$ cat src/rtl/demux_ser.sv
// Purpose: serialising demux; one MST_DWIDTH word in, NBEATS SYS_DWIDTH beats out on the selected channel.
// Latency: beat 0 is visible the cycle after the accepting edge; NBEATS cycles per word at full throughput.
// Backpressure: per-channel valid/ready; a beat holds while its sink is not ready, input ready only in the last-beat cycle.
module demux_ser #(
   parameter int MST_DWIDTH = 32,
   parameter int SYS_DWIDTH = 8,
   parameter int NUM_CH     = 3,
   parameter int MSB_FIRST  = 1,
   localparam int NBEATS    = MST_DWIDTH / SYS_DWIDTH,
   localparam int SELW      = (NUM_CH > 1) ? $clog2(NUM_CH) : 1,
   localparam int CNTW      = (NBEATS > 1) ? $clog2(NBEATS) : 1
) (
   input  logic                         clk_sys,
   input  logic                         rst,
   input  logic [SELW-1:0]              select,
   input  logic [MST_DWIDTH-1:0]        data_i,
   input  logic                         valid_i,
   output logic                         ready_o,
   output logic [NUM_CH*SYS_DWIDTH-1:0] data_o,
   output logic [NUM_CH-1:0]            valid_o,
   input  logic [NUM_CH-1:0]            ready_i,
   output logic                         busy_o,
   output logic                         err_o
);

   typedef enum logic {IDLE, SHIFT} state_t;

   localparam logic [SELW:0]   NUM_CH_W = (SELW+1)'(NUM_CH);
   localparam logic [CNTW-1:0] LAST_CNT = CNTW'(NBEATS - 1);

   state_t                  state_q;
   state_t                  state_d;
   logic [MST_DWIDTH-1:0]   word_q;
   logic [SELW-1:0]         ch_q;
   logic [CNTW-1:0]         cnt_q;
   logic                    err_q;

   logic                    sel_rdy;
   logic                    last_beat;
   logic                    xfer;
   logic                    accept;
   logic                    sel_ok;
   logic [SYS_DWIDTH-1:0]   beat;

   // Sink ready of the latched channel; other channels' ready is ignored.
   always_comb begin
      sel_rdy = 1'b0;
      for (int k = 0; k < NUM_CH; k++) begin
         if (ch_q == SELW'(k)) sel_rdy = ready_i[k];
      end
   end

   assign last_beat = (cnt_q == LAST_CNT);
   assign xfer      = (state_q == SHIFT) && sel_rdy;
   assign sel_ok    = ({1'b0, select} < NUM_CH_W);
   // Open for a new word when idle, or exactly when the last beat is leaving.
   assign ready_o   = (state_q == IDLE) || (last_beat && sel_rdy);
   assign accept    = valid_i && ready_o;
   // The working word is shifted after every transfer, so the current beat sits at a fixed end.
   assign beat      = (MSB_FIRST != 0) ? word_q[MST_DWIDTH-1 -: SYS_DWIDTH]
                                       : word_q[SYS_DWIDTH-1:0];
   assign busy_o    = (state_q == SHIFT);
   assign err_o     = err_q;

   // State register.
   always_ff @(posedge clk_sys) begin
      if (rst) state_q <= IDLE;
      else     state_q <= state_d;
   end

   // Next state: a good accept enters SHIFT, the last transfer leaves it unless a new word chains in.
   always_comb begin
      state_d = state_q;
      case (state_q)
         IDLE:    if (accept && sel_ok) state_d = SHIFT;
         SHIFT:   if (xfer && last_beat) state_d = (accept && sel_ok) ? SHIFT : IDLE;
         default: state_d = IDLE;
      endcase
   end

   // Datapath: latch word/channel on a good accept, shift and count on each transfer, flag bad selects.
   always_ff @(posedge clk_sys) begin
      if (rst) begin
         word_q <= '0;
         ch_q   <= '0;
         cnt_q  <= '0;
         err_q  <= 1'b0;
      end else begin
         err_q <= accept && !sel_ok;
         if (accept && sel_ok) begin
            word_q <= data_i;
            ch_q   <= select;
            cnt_q  <= '0;
         end else if (xfer) begin
            word_q <= (MSB_FIRST != 0) ? (word_q << SYS_DWIDTH) : (word_q >> SYS_DWIDTH);
            cnt_q  <= last_beat ? '0 : cnt_q + CNTW'(1);
         end
      end
   end

   // Drive only the latched channel while serialising; every other slice stays zero.
   always_comb begin
      valid_o = '0;
      data_o  = '0;
      for (int k = 0; k < NUM_CH; k++) begin
         if ((state_q == SHIFT) && (ch_q == SELW'(k))) begin
            valid_o[k]                          = 1'b1;
            data_o[k*SYS_DWIDTH +: SYS_DWIDTH]  = beat;
         end
      end
   end

endmodule

$ cat config.mk
export PLATFORM = sky130hd
export DESIGN_NAME = demux_ser
export DESIGN_NICKNAME = d
export VERILOG_FILES = /design/src/rtl/demux_ser.sv
export SDC_FILE = /design/constraint.sdc
export NUM_CORES = 1
export LEC_CHECK = 0
export ABC_CLOCK_PERIOD_IN_PS = 2200
export CORE_MARGIN = 1
export CORE_UTILIZATION = 45
export DETAILED_ROUTE_END_ITERATION = 10
export PLACE_DENSITY = 0.88
export SYNTH_ARGS = -nofsm -noshare
export SYNTH_HDL_FRONTEND = slang
export SYNTH_SLANG_ARGS = --single-unit
$ cat constraint.sdc
create_clock -name clk_sys -period 2.2 [get_ports clk_sys]
set_input_delay 0.22 -clock clk_sys [delete_from_list [all_inputs] [get_ports clk_sys]]
set_output_delay 0.22 -clock clk_sys [all_outputs]
set_load 0.05 [all_outputs]
Word-level counts from Yosys, hierarchy flattened
Index checks and enable logic that the tools add are counted.
Storage, ports and cells
  output and inout bits: 30
  bits in registers: 38
  word-level logic and storage cells: 40
Operators by class
  mux-type cells: 15
  order comparisons: 1
  bitwise operators: 1
  reduce and logical (&&, ||, !) cells: 14
  add/subtract/negate cells: 1
  eq/ne operators: 3
Operators by type and width (number)
  32-bit 2-to-1 mux: 2
  8-bit 2-to-1 mux: 3
  1-bit logical AND: 9
  1-bit 2-to-1 mux: 8
  2-bit == test (second input constant): 2
  2-bit by 1-bit adder with 2-bit output (second input constant): 1
  2-bit by 1-bit == test with 1-bit output (second input constant): 1
  2-bit logical NOT: 1
  2-bit less-than comparator (second input constant): 1
  2-bit 2-to-1 mux: 1
  1-bit case mux with 2 select lines: 1
  2-bit nonzero test: 1
  2-bit OR reduction: 1
  1-bit logical NOT: 1
  1-bit logical OR: 1
  1-bit NOT: 1

Logic depth before layout (Yosys ltp)
Gate-level depths: netlist of the first run.
  word-level depth: 11
  depth in mapped cells: 8
  gate-level depth less buffers: 6

Least setup slack after synthesis of the first run
No wires, ideal clock.
  path kind: register -> output
  from: reg state_q, in the netlist busy_o
  to: out data_o[0]
  buffers on the path: 0
  arrival: 2195 ps
  stages on the path, launching flop included: 4
  data required time: 1980 ps
  path slack: -215 ps
  cell sequence: dfxtp_1 nand2b_1 nor2_1 and2_1
Between the ends
  cells in the longest elaborated chain, start to end: 2
RTL lines
  start, declared: line 31  | state_t state_q;
  start signal, assigned: line 68  | else state_q <= state_d;
  1-bit logical AND: line 106  | if ((state_q == SHIFT) && (ch_q == SELW'(k))) begin
  8-bit 2-to-1 mux: line 106
  end, declared: line 19  | output logic [NUM_CH*SYS_DWIDTH-1:0] data_o,
Every way passes these cells.

Worst setup path in the final report of the first run
  from: reg ch_q[0]
  to: out data_o[19]
Between the ends
  cells in the longest elaborated chain, start to end: 3
RTL lines
  start, declared: line 34  | logic [SELW-1:0] ch_q;
  start signal, assigned: line 92  | ch_q <= select;
  2-bit == test: line 106
  1-bit logical AND: line 106
  8-bit 2-to-1 mux: line 106
Every way passes these cells.

==> results of run 1 <==
-- synthesized netlist by cell type, drive strengths merged --
cell | n | area (µm²)
nand2b | 1 | 6.260
and2 | 25 | 156.4
a31o | 8 | 70.07
o221a | 1 | 11.26
a31oi | 1 | 6.260
buf | 12 | 97.59
o311a | 1 | 10.01
nor2 | 3 | 11.26
o31ai | 24 | 180.2
ha | 1 | 12.51
and3b | 1 | 8.760
clkinv | 2 | 12.51
a21oi | 25 | 125.1
inv | 3 | 11.26
or3 | 1 | 6.260
mux2i | 26 | 260.3
nor3b | 1 | 7.510
nor3 | 3 | 15.01
clkbuf | 6 | 22.52
a2bb2oi | 1 | 15.01
nand4b | 1 | 8.760
nand3 | 1 | 17.52
dfxtp | 38 | 760.7
nor4b | 8 | 101.4
nand2 | 4 | 15.01
a211oi | 1 | 7.510
-- power by group through the flow --
stage,Sequential [mW],Clock (mW),Combinational [mW]
6_report,0.777,0.484,0.369
5_1_grt,0.783,0.527,0.399
4_1_cts,0.776,0.487,0.370
3_5_place_dp,0.792,0,0.368
3_3_place_gp,0.788,0,0.360
2_1_floorplan,0.786,0,0.233
-- critical path: stages, from the launching register on --
cell and delay (ns):
dfxtp_1 0.35, nand2b_1 0.21, nor2_1 0.39, and2_1 0.20, buf_4 0.19
-- logic make-up (layout without fill, tap and decap cells) --
group,count (synthesis),after routing,synth area share
buf+inv,23,91,0.07353
simple gates,49,49,0.1810
mux,26,26,0.1330
compound gates,62,62,0.2174
fa+ha+maj,1,1,0.006393
flops,38,38,0.3887
-- layer usage --
metal  wire, µm  vias up  share of wire
li1           -      871              -
met1       1952      786           0.43
met2       2173       81           0.48
met3        315        6          0.070
met4         51        0          0.011
met5          0        -              0
-- flip-flops by register name (all words and copies together), names as in the netlist --
| signal | flops |
|---|---|
| busy_o | 1 |
| word_q | 32 |
| err_o | 1 |
| ch_q | 2 |
| cnt_q | 2 |
-- layout make-up --
type / count / area [µm²] / area share
multi-input cells: 138 / 1064 / 0.3917
flip-flops and latches: 38 / 760.7 / 0.2802
repair buffers: 78 / 713.2 / 0.2627
clock buffers: 7 / 86.33 / 0.03180
well taps: 50 / 62.56 / 0.02304
inverters: 5 / 23.77 / 0.008756
clock inverters: 1 / 5.005 / 0.001843
-- path summary, 6_finish.rpt --
| kind | start | to | depth (start not counted) |
|---|---|---|---|
| worst max-delay path | ch_q[0] | data_o[19] | 4 |
| worst min-delay path | word_q[6] | word_q[6] | 1 |
| worst max register to register | ch_q[1] | word_q[23] | 6 |
| worst min register to register | word_q[6] | word_q[6] | 1 |
-- per-stage QoR --
stage	setup TNS [ns]	cells	power, mW
finish	0	317	1.630
global route	0	317	1.710
CTS	0	317	1.634
detailed placement	0	309	1.160
global placement	0	309	1.149
floorplan	-3.444	199	1.019
==> results.py, run 1 <==
metrics = {
    "clock_network": {
        "cts-root-buf": "clkbuf_8",
        "hold_buffers": 0,
        "cts_tree": "yes",
        "clk_latency_ns": 0.29,
        "cts_sinks": 38,
        "clockBufferDepth": 2,
        "cts_resized": 0,
        "ctsHtreeMaxLevel": 2,
        "clk_pin_slew_worst_paths_ns": 0.07,
        "cts_setup_buffers": 0,
        "cts_made_buffers": 5,
    },
    "worst_setup_path": {
        "cp_data_arrival_time_ns": 1.63,
        "critical_path_class": "reg -> out",
        "required_ns": 1.98,
        "start_kind": "flop",
        "r2r_slack_ns": 0.36,
        "worstPathMaxFanout": 9,
        "endpoint_kind": "primary output",
    },
    "routing": {
        "drt-pass1-iter-count": 4,
        "routedWlPerCell_um": 14.17,
        "via_count": 1744,
        "drc": 0,
        "drt.antenna.violating_nets": 0,
        "first_iter_violations": 82,
        "routed_via_density": 5.502,
        "wirelength_um": 4492,
    },
    "power": {
        "p_int_mw": 1.173,
        "clkPwrFrac": 0.297,
        "sw_frac_of_total": 0.2803,
        "combPwrFrac": 0.226,
        "leakagePower_nw": 1.209,
        "p_sw_mw": 0.4569,
        "ir_drop_uv": 444.6,
        "seqPwrFrac": 0.477,
        "powerDensity_nw_per_um2": 600.3,
    },
    "final_layout": {
        "fill_cells": 335,
        "drive_above_1_share": 0.2060,
        "layout_common_cells": "41 x clkdlybuf4s50_1, 38 x dfxtp_1, 35 x buf_4, 26 x mux2i_1",
        "stdcell_area_um2": 2715,
        "diodes": 0,
        "fin_util": 0.6644,
        "layout.nets": 307,
        "final_common_cell": "clkdlybuf4s50_1",
        "syn2layout_area_growth_pct": 38.75,
    },
    "sta": {
        "hold_viol_final": 0,
        "finalCritPeriodShare": 0.8426,
        "hold_slack_ns": 0.4801,
        "rsz0062_at_grt": "no",
        "layout_setup_ws_ns": 0.3463,
        "fmaxAchievable_mhz": 539.5,
        "min_period_ns": 1.854,
        "slew_headroom": 0.6709,
        "setup_viol": 0,
        "fin_skew_ns": 0.007556,
        "slew_violations": 0,
        "worst_pin_slew_ns": 0.4921,
    },
    "synthesis": {
        "syn_area_um2": 1957,
        "synthesis.nets": 240,
        "synthDistinctLibCells": 30,
        "ys_seq_area_frac": 0.3887,
        "syn_area_per_cell_um2": 9.834,
        "yosysWarnings": 0,
        "syn_inst": 199,
        "yosys_register_bits": 38,
    },
    "die": {
        "io_pins": 70,
        "die-area_um2": 4617,
        "core_area_um2": 4086,
        "start_util": 0.4789,
        "die_x_um": 67.95,
        "die_y_um": 67.95,
        "num_rows": 23,
    },
    "grt": {
        "grt_antenna_before_repair": 0,
        "grt_pass1_vias": 1582,
        "grt_use_total": 0.2138,
        "grt_use_met3": 0.06667,
        "grt_pass1_wl_um": 7286,
        "grt-busiest-layer": "met2",
        "met1_usage": 0.2577,
        "grt-ovfl-total": 0,
        "grt_max_degree": 35,
        "met2_usage": 0.3627,
    },
    "outcome": {
        "status": "finished clean",
    },
    "placement": {
        "routabilityCongestion": 0.7712,
        "numPortBuffers": 69,
        "dp_hpwl_um": 3271,
        "place_ws_ns": 0.2325,
        "dpl_cell_area_um2": 2624,
    },
    "min_path": {
        "hold_path.class": "reg -> reg",
    },
    "job": {
        "drv_cap": 0,
    },
}
(Power assumes the default switching activity.)
==> run 2, diff against run 1 <==
- ABC_CLOCK_PERIOD_IN_PS: 2200 -> 1560
- CORE_UTILIZATION: 45 -> 40
- PLACE_DENSITY: 0.88 -> 0.84
- clock period: 2.2 -> 1.56 ns (I/O delays scaled with it)
==> run 2 against run 1 <==
The flow now finishes with violations (negative setup slack). Cell area grew 33%. Core utilization rose by 9.9 points. Flip-flop and latch count did not move. Combinational power up 100%. Die area rose by 12%. Clock power rose by 100%. Sequential power rose by 43%. Global-route usage increased by 1.3 points. Critical path depth grew 2. Clock-buffer cell count stayed put. Hold slack better by 0.021 ns. Largest power group unchanged.
==> results.py, run 2 (synthesized netlist as in run 1, its figures left out) <==
metrics = {
    "sta": {
        "finalCritPeriodShare": 1.125,
        "fin_skew_ns": 0.01132,
        "setup_viol": 58,
        "fmaxAchievable_mhz": 569.7,
        "rsz0062_at_grt": "yes",
        "worst_pin_slew_ns": 0.3391,
        "slew_violations": 0,
        "hold_viol_final": 0,
        "min_period_ns": 1.755,
        "slew_headroom": 0.7720,
        "layout_setup_ws_ns": -0.1953,
    },
    "placement": {
        "dp_hpwl_um": 3594,
        "routabilityCongestion": 0.7481,
        "place_ws_ns": -0.3348,
        "dp_cells": 342,
        "numPortBuffers": 69,
    },
    "worst_setup_path": {
        "crit_path_end": "word_q[9]",
        "r2r_slack_ns": -0.20,
        "r2r_cells": 6,
        "worstPathMaxFanout": 13,
        "cp_data_arrival_time_ns": 1.93,
        "start_kind": "flop",
        "timing.rr.end": "word_q[9]",
        "crit_start": "ch_q[1]",
        "critical_path_class": "reg -> reg",
        "reg2reg_from": "ch_q[1]",
        "endpoint_kind": "flop",
        "required_ns": 1.73,
    },
    "routing": {
        "wirelength_um": 6501,
        "routed_via_density": 5.474,
        "first_iter_violations": 156,
        "drc": 0,
        "via_count": 1987,
        "drt-pass1-iter-count": 4,
        "routedWlPerCell_um": 17.91,
        "drt.antenna.violating_nets": 0,
    },
    "clock_network": {
        "cts_sinks": 38,
        "clk_pin_slew_worst_paths_ns": 0.08,
        "clockBufferDepth": 2,
        "clk_latency_ns": 0.30,
        "cts_made_buffers": 5,
        "cts_tree": "yes",
        "ctsHtreeMaxLevel": 2,
        "cts-root-buf": "clkbuf_8",
    },
    "final_layout": {
        "regMostFlops": "word_q",
        "layout_common_cells": "39 x clkdlybuf4s50_1, 33 x dfxtp_1, 30 x buf_12, 25 x and2_4",
        "fill_cells": 263,
        "drive_above_1_share": 0.4561,
        "largest_registers": "word_q: 32 flops, ch_q: 2 flops, cnt_q: 2 flops",
        "final_common_cell": "clkdlybuf4s50_1",
        "largest_register_ffs": 32,
        "syn2layout_area_growth_pct": 84.34,
        "stdcell_count": 363,
        "diodes": 0,
        "layout.nets": 336,
    },
    "min_path": {
        "hold_path.class": "reg -> reg",
    },
    "die": {
        "die_y_um": 71.95,
        "core_area_um2": 4723,
        "num_rows": 25,
        "start_util": 0.4143,
        "io_pins": 70,
        "die_x_um": 71.95,
        "die-area_um2": 5176,
    },
    "outcome": {
        "violations": "negative setup slack",
        "status": "complete, but fails checks",
    },
    "power": {
        "leakagePower_nw": 1.509,
        "power_mw": 2.830,
        "ir_drop_uv": 637.3,
        "powerDensity_nw_per_um2": 784.6,
    },
    "grt": {
        "grt_use_total": 0.2265,
        "grt_pass1_vias": 1916,
        "grt_max_degree": 35,
        "grt_pass1_wl_um": 9032,
        "grt_antenna_before_repair": 0,
        "grt-ovfl-total": 0,
    },
    "job": {
        "drv_cap": 0,
    },
}
## run 2: layout make-up
cell class	instances	area [µm²]	area share
timing repair buffer	104	1321	0.3663
multi-input combinational	141	1251	0.3469
sequential	38	777.0	0.2154
clock buffer	7	107.6	0.02983
tap	67	83.83	0.02324
inverter	5	36.28	0.01006
clock inverter	1	30.03	0.008325
## run 2: routing by layer
metal	global-route usage	vias up	part of all wire
met3	0.05417	16	0.048
met5	0	-	0
li1	-	937	-
met2	0.4057	92	0.54
met1	0.2576	942	0.39
met4	0.09586	0	0.026
## run 2: critical path, cell delays in order (launching register included)
cell and delay (ns):
dfxtp_4 0.38, mux2i_2 0.25, buf_4 0.16, a2bb2oi_4 0.24, buf_12 0.20, mux2i_1 0.28, a21oi_1 0.12
## run 2: metrics by stage
step | area [µm²] | hold WS, ns | TNS, ns | utilization
finish | 3607 | 0.5008 | -4.195 | 0.7637
global route | 3607 | 0.5179 | -6.801 | 0.7637
CTS | 3441 | 0.4900 | -2.099 | 0.7285
detailed placement | 3152 | 0.4724 | -9.083 | 0.6673
global placement | 3152 | 0.4639 | -7.482 | 0.6673
floorplan | 2023 | 0.2993 | -0.1803 | -
## run 2: worst min path at each step
stage                   start  slack, ns  depth (start not counted)         to
global placement     cnt_q[0]       0.46                          2   cnt_q[0]
floorplan             valid_i       0.30                          2      err_o
detailed placement  word_q[3]       0.47                          1  word_q[3]
global route        word_q[2]       0.52                          1  word_q[2]
CTS                 word_q[6]       0.49                          1  word_q[6]
finish              word_q[7]       0.50                          1  word_q[7]
## run 2: where the power goes
group	total, mW	switching, mW	internal (mW)
logic	0.738	0.352	0.386
registers	1.11	0.0649	1.04
clock network	0.985	0.367	0.618
## run 2: what timing repair did
action                     in CTS  in global routing
hold endpoints to repair        0                  0
setup endpoints to repair      62                 64
gates resized for setup        41                 32
pin swaps                      11                 12
buffers inserted                3                  5
hold buffers                    0                  0
cloned                          2                  3
